==> src/rtl/serial_frame_rx_if.sv <==
// Serial receiver bus: line/enable from upstream, word and status pulses back.
interface serial_frame_rx_if #(
  parameter int DATA_W = 8
);
  logic              si;
  logic              en;
  logic [DATA_W-1:0] po;
  logic              valid;
  logic              parity_err;
  logic              frame_err;
  logic              busy;
  logic [7:0]        frame_cnt;

  modport master (
    output si, en,
    input  po, valid, parity_err, frame_err, busy, frame_cnt
  );

  modport slave (
    input  si, en,
    output po, valid, parity_err, frame_err, busy, frame_cnt
  );
endinterface

==> src/rtl/serial_frame_rx.sv <==
// Frame receiver: start bit, LSB-first data, optional even parity, stop bit.
// One bit per enabled clock; status outputs are single-cycle registered pulses.
//
// state     | meaning
// IDLE      | line idle, waiting for a 0 start bit
// DATA      | shifting in DATA_W data bits
// PARITY    | sampling the even-parity bit
// STOP      | sampling the stop bit, issuing result pulse
// WAIT_IDLE | framing error, waiting for the line to return to 1
module serial_frame_rx #(
  parameter int DATA_W    = 8,
  parameter bit PARITY_EN = 1'b1
) (
  input  logic               clk,
  input  logic               reset,
  serial_frame_rx_if.slave   bus
);

  localparam int CNT_W = $clog2(DATA_W + 1);
  localparam logic [CNT_W-1:0] LAST_BIT = CNT_W'(DATA_W - 1);

  typedef enum logic [2:0] {
    IDLE      = 3'd0,
    DATA      = 3'd1,
    PARITY    = 3'd2,
    STOP      = 3'd3,
    WAIT_IDLE = 3'd4
  } state_t;

  state_t            state_q, state_d;
  logic [CNT_W-1:0]  bit_cnt_q, bit_cnt_d;
  logic [DATA_W-1:0] shift_q, shift_d;
  logic              par_bad_q, par_bad_d;
  logic [DATA_W-1:0] po_q, po_d;
  logic [7:0]        frame_cnt_q, frame_cnt_d;
  logic              valid_q, valid_d;
  logic              perr_q, perr_d;
  logic              ferr_q, ferr_d;

  always_ff @(posedge clk) begin
    if (reset) begin
      state_q     <= IDLE;
      bit_cnt_q   <= '0;
      shift_q     <= '0;
      par_bad_q   <= 1'b0;
      po_q        <= '0;
      frame_cnt_q <= 8'd0;
      valid_q     <= 1'b0;
      perr_q      <= 1'b0;
      ferr_q      <= 1'b0;
    end else begin
      state_q     <= state_d;
      bit_cnt_q   <= bit_cnt_d;
      shift_q     <= shift_d;
      par_bad_q   <= par_bad_d;
      po_q        <= po_d;
      frame_cnt_q <= frame_cnt_d;
      valid_q     <= valid_d;
      perr_q      <= perr_d;
      ferr_q      <= ferr_d;
    end
  end

  always_comb begin
    state_d     = state_q;
    bit_cnt_d   = bit_cnt_q;
    shift_d     = shift_q;
    par_bad_d   = par_bad_q;
    po_d        = po_q;
    frame_cnt_d = frame_cnt_q;
    valid_d     = 1'b0;
    perr_d      = 1'b0;
    ferr_d      = 1'b0;

    if (bus.en) begin
      case (state_q)
        IDLE: begin
          if (!bus.si) begin
            state_d   = DATA;
            bit_cnt_d = '0;
            par_bad_d = 1'b0;
          end
        end
        DATA: begin
          // LSB arrives first and ends up in bit 0 after DATA_W shifts
          shift_d   = {bus.si, shift_q[DATA_W-1:1]};
          bit_cnt_d = bit_cnt_q + CNT_W'(1);
          if (bit_cnt_q == LAST_BIT) begin
            state_d = PARITY_EN ? PARITY : STOP;
          end
        end
        PARITY: begin
          par_bad_d = bus.si ^ (^shift_q);
          state_d   = STOP;
        end
        STOP: begin
          if (bus.si) begin
            state_d = IDLE;
            if (par_bad_q) begin
              perr_d = 1'b1;
            end else begin
              po_d        = shift_q;
              valid_d     = 1'b1;
              frame_cnt_d = frame_cnt_q + 8'd1;
            end
          end else begin
            state_d = WAIT_IDLE;
            ferr_d  = 1'b1;
            perr_d  = par_bad_q;
          end
        end
        WAIT_IDLE: begin
          if (bus.si) begin
            state_d = IDLE;
          end
        end
        default: state_d = IDLE;
      endcase
    end
  end

  assign bus.po         = po_q;
  assign bus.valid      = valid_q;
  assign bus.parity_err = perr_q;
  assign bus.frame_err  = ferr_q;
  assign bus.frame_cnt  = frame_cnt_q;
  assign bus.busy       = (state_q != IDLE);

endmodule
==> src/flat_wrapper.sv <==
// flat-port wrapper written by rule: the top's interface ports become plain ports
module serial_frame_rx_flat 
#(
  parameter int DATA_W    = 8,
  parameter bit PARITY_EN = 1'b1
)
  (clk, reset, bus_si, bus_en, bus_po, bus_valid, bus_parity_err, bus_frame_err, bus_busy, bus_frame_cnt);
  serial_frame_rx_if #(.DATA_W(DATA_W)) bus_i ();
  input  logic clk;
  input  logic reset;
  input wire logic [$bits(bus_i.si)-1:0] bus_si;
  input wire logic [$bits(bus_i.en)-1:0] bus_en;
  output wire logic [$bits(bus_i.po)-1:0] bus_po;
  output wire logic [$bits(bus_i.valid)-1:0] bus_valid;
  output wire logic [$bits(bus_i.parity_err)-1:0] bus_parity_err;
  output wire logic [$bits(bus_i.frame_err)-1:0] bus_frame_err;
  output wire logic [$bits(bus_i.busy)-1:0] bus_busy;
  output wire logic [$bits(bus_i.frame_cnt)-1:0] bus_frame_cnt;
  assign bus_i.si = bus_si;
  assign bus_i.en = bus_en;
  assign bus_po = bus_i.po;
  assign bus_valid = bus_i.valid;
  assign bus_parity_err = bus_i.parity_err;
  assign bus_frame_err = bus_i.frame_err;
  assign bus_busy = bus_i.busy;
  assign bus_frame_cnt = bus_i.frame_cnt;
  serial_frame_rx #(.DATA_W(DATA_W), .PARITY_EN(PARITY_EN)) u_core (.clk(clk), .reset(reset), .bus(bus_i));
endmodule
==> config.mk <==
export PLATFORM = sky130hd
export DESIGN_NAME = serial_frame_rx_flat
export DESIGN_NICKNAME = d
export VERILOG_FILES = /design/src/rtl/serial_frame_rx_if.sv /design/src/rtl/serial_frame_rx.sv /design/src/flat_wrapper.sv
export SDC_FILE = /design/constraint.sdc
export NUM_CORES = 1
export LEC_CHECK = 0
export BUFFER_PORTS_ARGS = -buffer_cell sky130_fd_sc_hd__buf_2
export CAP_MARGIN = 20
export CORE_MARGIN = 2
export CORE_UTILIZATION = 55
export CTS_CLUSTER_SIZE = 10
export DETAILED_ROUTE_END_ITERATION = 12
export PLACE_DENSITY_LB_ADDON = 0.1
export REMOVE_ABC_BUFFERS = 1
export SLEW_MARGIN = 0
export SYNTH_ARGS = -nofsm -noshare
export SYNTH_HDL_FRONTEND = slang
export SYNTH_SLANG_ARGS = --single-unit
==> constraint.sdc <==
create_clock -name clk -period 1.9 [get_ports clk]
set_clock_uncertainty 0.15 [all_clocks]
set_input_delay 0.19 -clock clk [delete_from_list [all_inputs] [get_ports clk]]
set_output_delay 0.19 -clock clk [all_outputs]
set_load 0.02 [all_outputs]
==> results.md, run 1 <==
* Syn avg cell area at 9.127 µm²
* Crit path kind: in -> reg
* Most frequent cells in the layout: dfxtp_1, nor2_1, buf_2
* Power consumption at 1183 µW
* Comb pwr share at 5.3%
* Distinct cell type count after synthesis at 36
* CTS tree: built
* Antenna diodes at 0
* HPWL Detailed at 2.006 mm
* Register Area at 700.7 µm²
* Multiplexer share of the synthesized area at 5.784%
* WL final at 2.903 mm
* Worst setup SP type: primary input
* Cells after synthesis at 173
* Die width at 57.58 µm
* Finished Core Util at 64.44%
* Critical Path Max Stage Delay at 0.52 ns
* HP Class: in -> reg
* Finish-stage setup viols at 0
* Clock Latency Late Sink at 0.33 ns
* Post-Synth Adder-Cell Area at 1.585%
* CP Buf/Inv Count at 3
* Via count at 1,251
* Worst Tran Pin Value at 0.5379 ns
* Internal at 902.9 µW
* Core Box Area at 2734 µm²
* Die Height at 57.58 µm
* Critical Path AT at 1.87 ns
* Initial drt markers at 69
* Slew headroom at 64.14%
* Row count at 19
* Netlist Area Pre-Place at 1579 µm²
* Filler cell count at 238
* Crit path depth at 7
* Sequential Power Share at 62.8%
* Max Cap Viol at 0
* # nets final at 201
* Status: finished clean
* Vias in the first global route at 1,156
* Commonest non-fill, non-tap cell in the layout: dfxtp_1
* H-tree Lvls at 2
* Initial antenna violation count at 0
* Pwr/cell area at 671.8 nW/µm²
* Largest delay share family, worst path: buffers and inverters
* Critical path fanouts, max at 9
* CTS clk-pin slew, worst paths at 0.10 ns
* Congestion Overflow GR at 0
* Crit path max-delay cell type: dlygate4sd3_1
* Peak supply drop at 0.0005854 V
* Number of synthesized register bits at 35
* Starting density of the core at 57.76%
* Complex-gate fraction of the synthesized area at 8.875%
* Period minus WS final at 1.822 ns
* Layout area overhead at 11.57%
* Total GRT Usage at 19.82%
* IO Count at 24
* Switch Pwr at 280.5 µW
* Max Clk Rate at 0.5489 GHz
* YS warnings at 0
* Largest net degree at the start of global routing at 30
* Largest family of logic cells by synthesized area: simple AND/OR/NAND/NOR gates
* XOR/XNOR Fraction of Synth Area at 8.082%
* # port buffers at 23
* Post-DRT Antenna Nets at 0
* Switch share at 23.71%
* Clock buffer depth at 2
* GPL Wtd Cong at 0.7652
* Clock power share at 31.9%
* Post-synthesis sequential area ratio at 44.37%
* Critical path endpoint category: register
* Clock sink count at 35
* Drt pass-1 iters at 4
* Die area at 3315 µm²
* Slew Limit Fails at 0
* Wire per inst at 12.79 µm
* Via/cell ratio at 5.511
* Worst path cell trace: dlygate4sd3_1 > buf_2 > nand2b_1 > nor2_4 > buf_12 > mux2i_1 > nor2_1
* Fin crit share at 95.88%
* Final Hold Slack at 0.08586 ns
* Num CTS Buffers at 5
* RSZ-0062 raised after global routing: false
* First-pass GRT wire length at 5.016 mm
* Area share of and/or/nand/nor cells after synthesis at 25.91%
* Area of the multi-input gates at 793.3 µm²
* Critical Path RT at 1.95 ns
* CTS Root Cell: clkbuf_4
* Setup TNS at 0 ns
* FF-to-FF path depth at 5
* Residual DRC count at 0
* Leakage at 0.0007118 µW
* Final hold vios at 0
* Share of cells above drive strength 1 at 19.90%
* Hold path cells at 3
==> flip-flops by register name, summed over array words and instances, names as in the netlist <==
signal / cells
u_core.bit_cnt_q: 4
u_core.bus.valid: 1
u_core.bus.frame_cnt: 8
u_core.shift_q: 8
u_core.bus.frame_err: 1
u_core.par_bad_q: 1
u_core.bus.po: 8
u_core.bus.parity_err: 1
u_core.state_q: 3
==> Yosys cell counts (all sizes together) <==
master   instances  share of area [%]
inv              3               0.71
dfxtp           35                 44
xor2             2                1.1
xnor3            1                1.4
buf              6                2.7
ha               2                1.6
mux2             1               0.71
nor2b            1               0.40
or3              1               0.40
clkbuf           7                2.0
mux2i            8                5.1
a21o             1               0.48
a22oi            1               0.48
and4bb           1               0.79
a21oi           15                4.8
a211oi           1               0.48
o31ai            2               0.95
nand2b           3                1.2
and3b            1               0.55
nand3            5                1.6
nand3b           2               0.95
nor3             6                1.9
nor4             2                2.7
nand4b           3                2.6
o21ai            4                1.3
xnor2           10                5.5
o211ai           1               0.48
nand2           19                4.5
nor3b            2               0.95
nor2            26                6.7
nand4bb          1               0.71
==> per-stage QoR <==
step                      std cells  area (µm²)  setup WS, ns
after floorplan                 160        1505        0.2941
after CTS                       226        1742       0.05009
after global placement          217        1682        0.1966
final                           227        1762       0.07823
after detailed placement        217        1682        0.1052
after global routing            227        1762      0.004185
==> kinds of logic after synthesis <==
logic type | Yosys count
AOI/OAI and AO/OA | 25
muxes | 9
xor gates and xnor gates | 13
buffers and inverters | 16
adders and majority gates | 2
and+or+nand+nor | 73
DFF | 35
==> worst min-delay path: stages <==
cell and delay [ns]:
buf_2 0.16, nand4b_1 0.11, o21ai_0 0.07
==> power by group through the flow <==
stage          clock [µW]  sequential [µW]  combinational, µW
2_1_floorplan           0              759               32.4
3_3_place_gp            0              760               60.6
3_5_place_dp            0              760               62.1
4_1_cts               396              743               64.0
5_1_grt               420              745               70.9
6_report              377              743               63.3
==> worst paths after layout <==
path / from / end / slack [ns]
worst min register to register: u_core.bit_cnt_q[3] / u_core.bit_cnt_q[3] / 0.33
worst max register to register: u_core.state_q[0] / u_core.bus.po[1] / 0.16
worst max-delay path: bus_si / u_core.bus.po[1] / 0.08
worst min-delay path: bus_en / u_core.par_bad_q / 0.09
==> final cells by class <==
type | instances | share of cell area (%)
Clock buffer | 7 | 2.557
Clock inverter | 1 | 0.2841
Inverter | 3 | 0.6392
Multi-Input combinational cell | 122 | 45.03
Sequential cell | 35 | 39.77
Tap cell | 31 | 2.202
Timing Repair Buffer | 28 | 9.517
==> layer usage <==
layer | wire [µm] | GRT usage (%) | share of wire (%)
met5 | 0 | 0 | 0
met4 | 40 | 9.967 | 1.4
met3 | 121 | 4.762 | 4.2
met2 | 1482 | 33.28 | 51
met1 | 1258 | 23.47 | 43
==> timing repair <==
| item | 4_1_cts | 5_1_grt |
|---|---|---|
| resized for setup | 0 | 0 |
| buffers inserted | 0 | 1 |
| hold endpoints to repair | 2 | 0 |
| setup endpoints to repair | 0 | 7 |
| hold buffers | 1 | 0 |
Note: power is estimated with default switching activity, not from simulation.
==> run 2, diff against run 1 <==
- CELL_PAD_IN_SITES_DETAIL_PLACEMENT: unset -> 1
- CELL_PAD_IN_SITES_GLOBAL_PLACEMENT: unset -> 1
- CORE_UTILIZATION: 55 -> 42
==> run 2 against run 1 <==
- maximum frequency up 5.3%
- critical path type is now reg -> reg
- worst hold slack got worse by 0.033 ns
- die area is 29% higher
- critical path depth shrank 2
- via count down 1.2%
- final area up 1.3%
- combinational power up 2%
- first-iteration DRC count fell by 23%
- sequential share of layout area decreased by 0.43 points
- global-route usage down 2.2 points
- count of clock-buffer cells in the layout shrank 1
- register-to-register slack barely moved
==> results.md, run 2 (synthesis results as in run 1) <==
* Core Box Area at 3633 µm²
* Via/cell ratio at 5.129
* Die Height at 65.32 µm
* Final hold vios at 0
* Clock sink count at 35
* Wire per inst at 13.44 µm
* HP Class: in -> reg
* Starting density of the core at 43.46%
* Hold-fix buffers, CTS at 0
* IO Count at 24
* Num CTS Buffers at 5
* Final WS setup at 0.1693 ns
* CTS tree: built
* Worst reg2reg path startpoint: u_core.state_q[0]
* Max Cap Viol at 0
* Beginning of the worst hold path: bus_si
* Slew headroom at 67.67%
* Layout area overhead at 13.00%
* HPWL Detailed at 2.349 mm
* Critical path endpoint category: register
* Vias in the first global route at 1,233
* Max Clk Rate at 0.5778 GHz
* Inst Count DP at 235
* Period minus WS final at 1.731 ns
* Crit path kind: reg -> reg
* Final Hold Slack at 0.05307 ns
* Hold endpoint: u_core.bus.frame_err
* Pre-CTS setup slack at 0.1184 ns
* Fin crit share at 91.09%
* Congestion Overflow GR at 0
* Filler cell count at 456
* Initial drt markers at 53
* Setup TNS at 0 ns
* CTS Root Cell: clkbuf_8
* # port buffers at 23
* Share of cells above drive strength 1 at 20.21%
* WL final at 3.238 mm
* Antenna diodes at 0
* Setup slack, reg-to-reg at 0.17 ns
* Residual DRC count at 0
* Worst Tran Pin Value at 0.4798 ns
* RSZ-0062 raised after global routing: false
* Final Non-Filler Cells at 241
* Slew Limit Fails at 0
* Via count at 1,236
* Drt pass-1 iters at 4
* Total GRT Usage at 17.58%
* FF-to-FF path depth at 5
* First-pass GRT wire length at 5.727 mm
* Row count at 22
* Register Area at 701.9 µm²
* Finish-stage setup viols at 0
* Die area at 4266 µm²
* Critical path fanouts, max at 10
* Commonest non-fill, non-tap cell in the layout: dfxtp_1
* Die width at 65.32 µm
* Hold path cells at 2
* Reg2Reg Capture Point: u_core.bus.frame_cnt[3]
* Initial antenna violation count at 0
* GPL Wtd Cong at 0.7228
* H-tree Lvls at 2
* CTS clk-pin slew, worst paths at 0.06 ns
* Post-DRT Antenna Nets at 0
* Leakage at 0.0007113 µW
* Pwr/cell area at 728.0 nW/µm²
* Largest net degree at the start of global routing at 24
* Clock buffer depth at 2
* Finished Core Util at 49.10%
* Area of the multi-input gates at 793.3 µm²
* Clock Latency Late Sink at 0.29 ns
* Peak supply drop at 0.0003599 V
* Critical Path AT at 1.74 ns
* Status: finished clean
* Worst setup SP type: register
* # nets final at 200
* Most frequent cells in the layout: dfxtp_1, nor2_1, buf_2
* Critical Path RT at 1.91 ns
run 2: cell count changes in the layout (fill, tap and decap cells not counted), sizes merged:
cell,before,now
dlygate4sd3,1,0
clkinv,1,0
clkbuf,7,6
run 2: cell type report:
cell class	instances	share of cell area, %
multi-input cells	122	44.46
flip-flops and latches	35	39.34
repair buffers	27	8.135
clock buffers	6	4.067
well taps	48	3.366
inverters	3	0.6311
run 2: per-stage QoR:
stage                     area [µm²]  power [µW]
after global placement          1710       824.3
after CTS                       1783        1320
final                           1784        1299
after floorplan                 1505       791.2
after detailed placement        1710       826.1
after global routing            1784        1356
run 2: power by group:
group / switching, µW / internal (µW) / total [µW]
logic: 42.3 / 22.2 / 64.5
clock network: 247 / 244 / 491
registers: 6.65 / 737 / 744
run 2: layer usage:
layer  vias up  wire length, µm  share of wire [%]  GRT usage, %
met1       584             1512                 47         21.42
met5         -                0                  0             0
met4         0               65                2.0         8.594
met3         8              125                3.9         3.596
li1        622                -                  -             -
met2        22             1535                 47         29.46
run 2: what timing repair did:
| action | in CTS | in global routing |
|---|---|---|
| buffers inserted | 0 | 0 |
| setup endpoints to repair | 0 | 5 |
| gates resized for setup | 0 | 1 |
| hold endpoints to repair | 0 | 0 |
run 2: worst max path at each step:
stage	start	endpoint	slack (ns)	depth (start not counted)
finish	u_core.state_q[0]	u_core.bus.frame_cnt[3]	0.17	5
detailed placement	u_core.state_q[1]	u_core.bus.po[0]	0.12	4
CTS	u_core.state_q[1]	u_core.bus.po[0]	0.10	4
floorplan	u_core.state_q[1]	u_core.bus.frame_cnt[7]	0.29	4
global route	u_core.state_q[0]	u_core.bus.frame_cnt[3]	0.03	5
global placement	u_core.state_q[1]	u_core.bus.po[1]	0.19	4
run 2: worst max-delay path: stages, from the launching register on:
cell and delay (ns):
dfxtp_1 0.52, nand4b_4 0.25, buf_4 0.23, nor3_1 0.25, xnor2_1 0.15, nor2_1 0.05
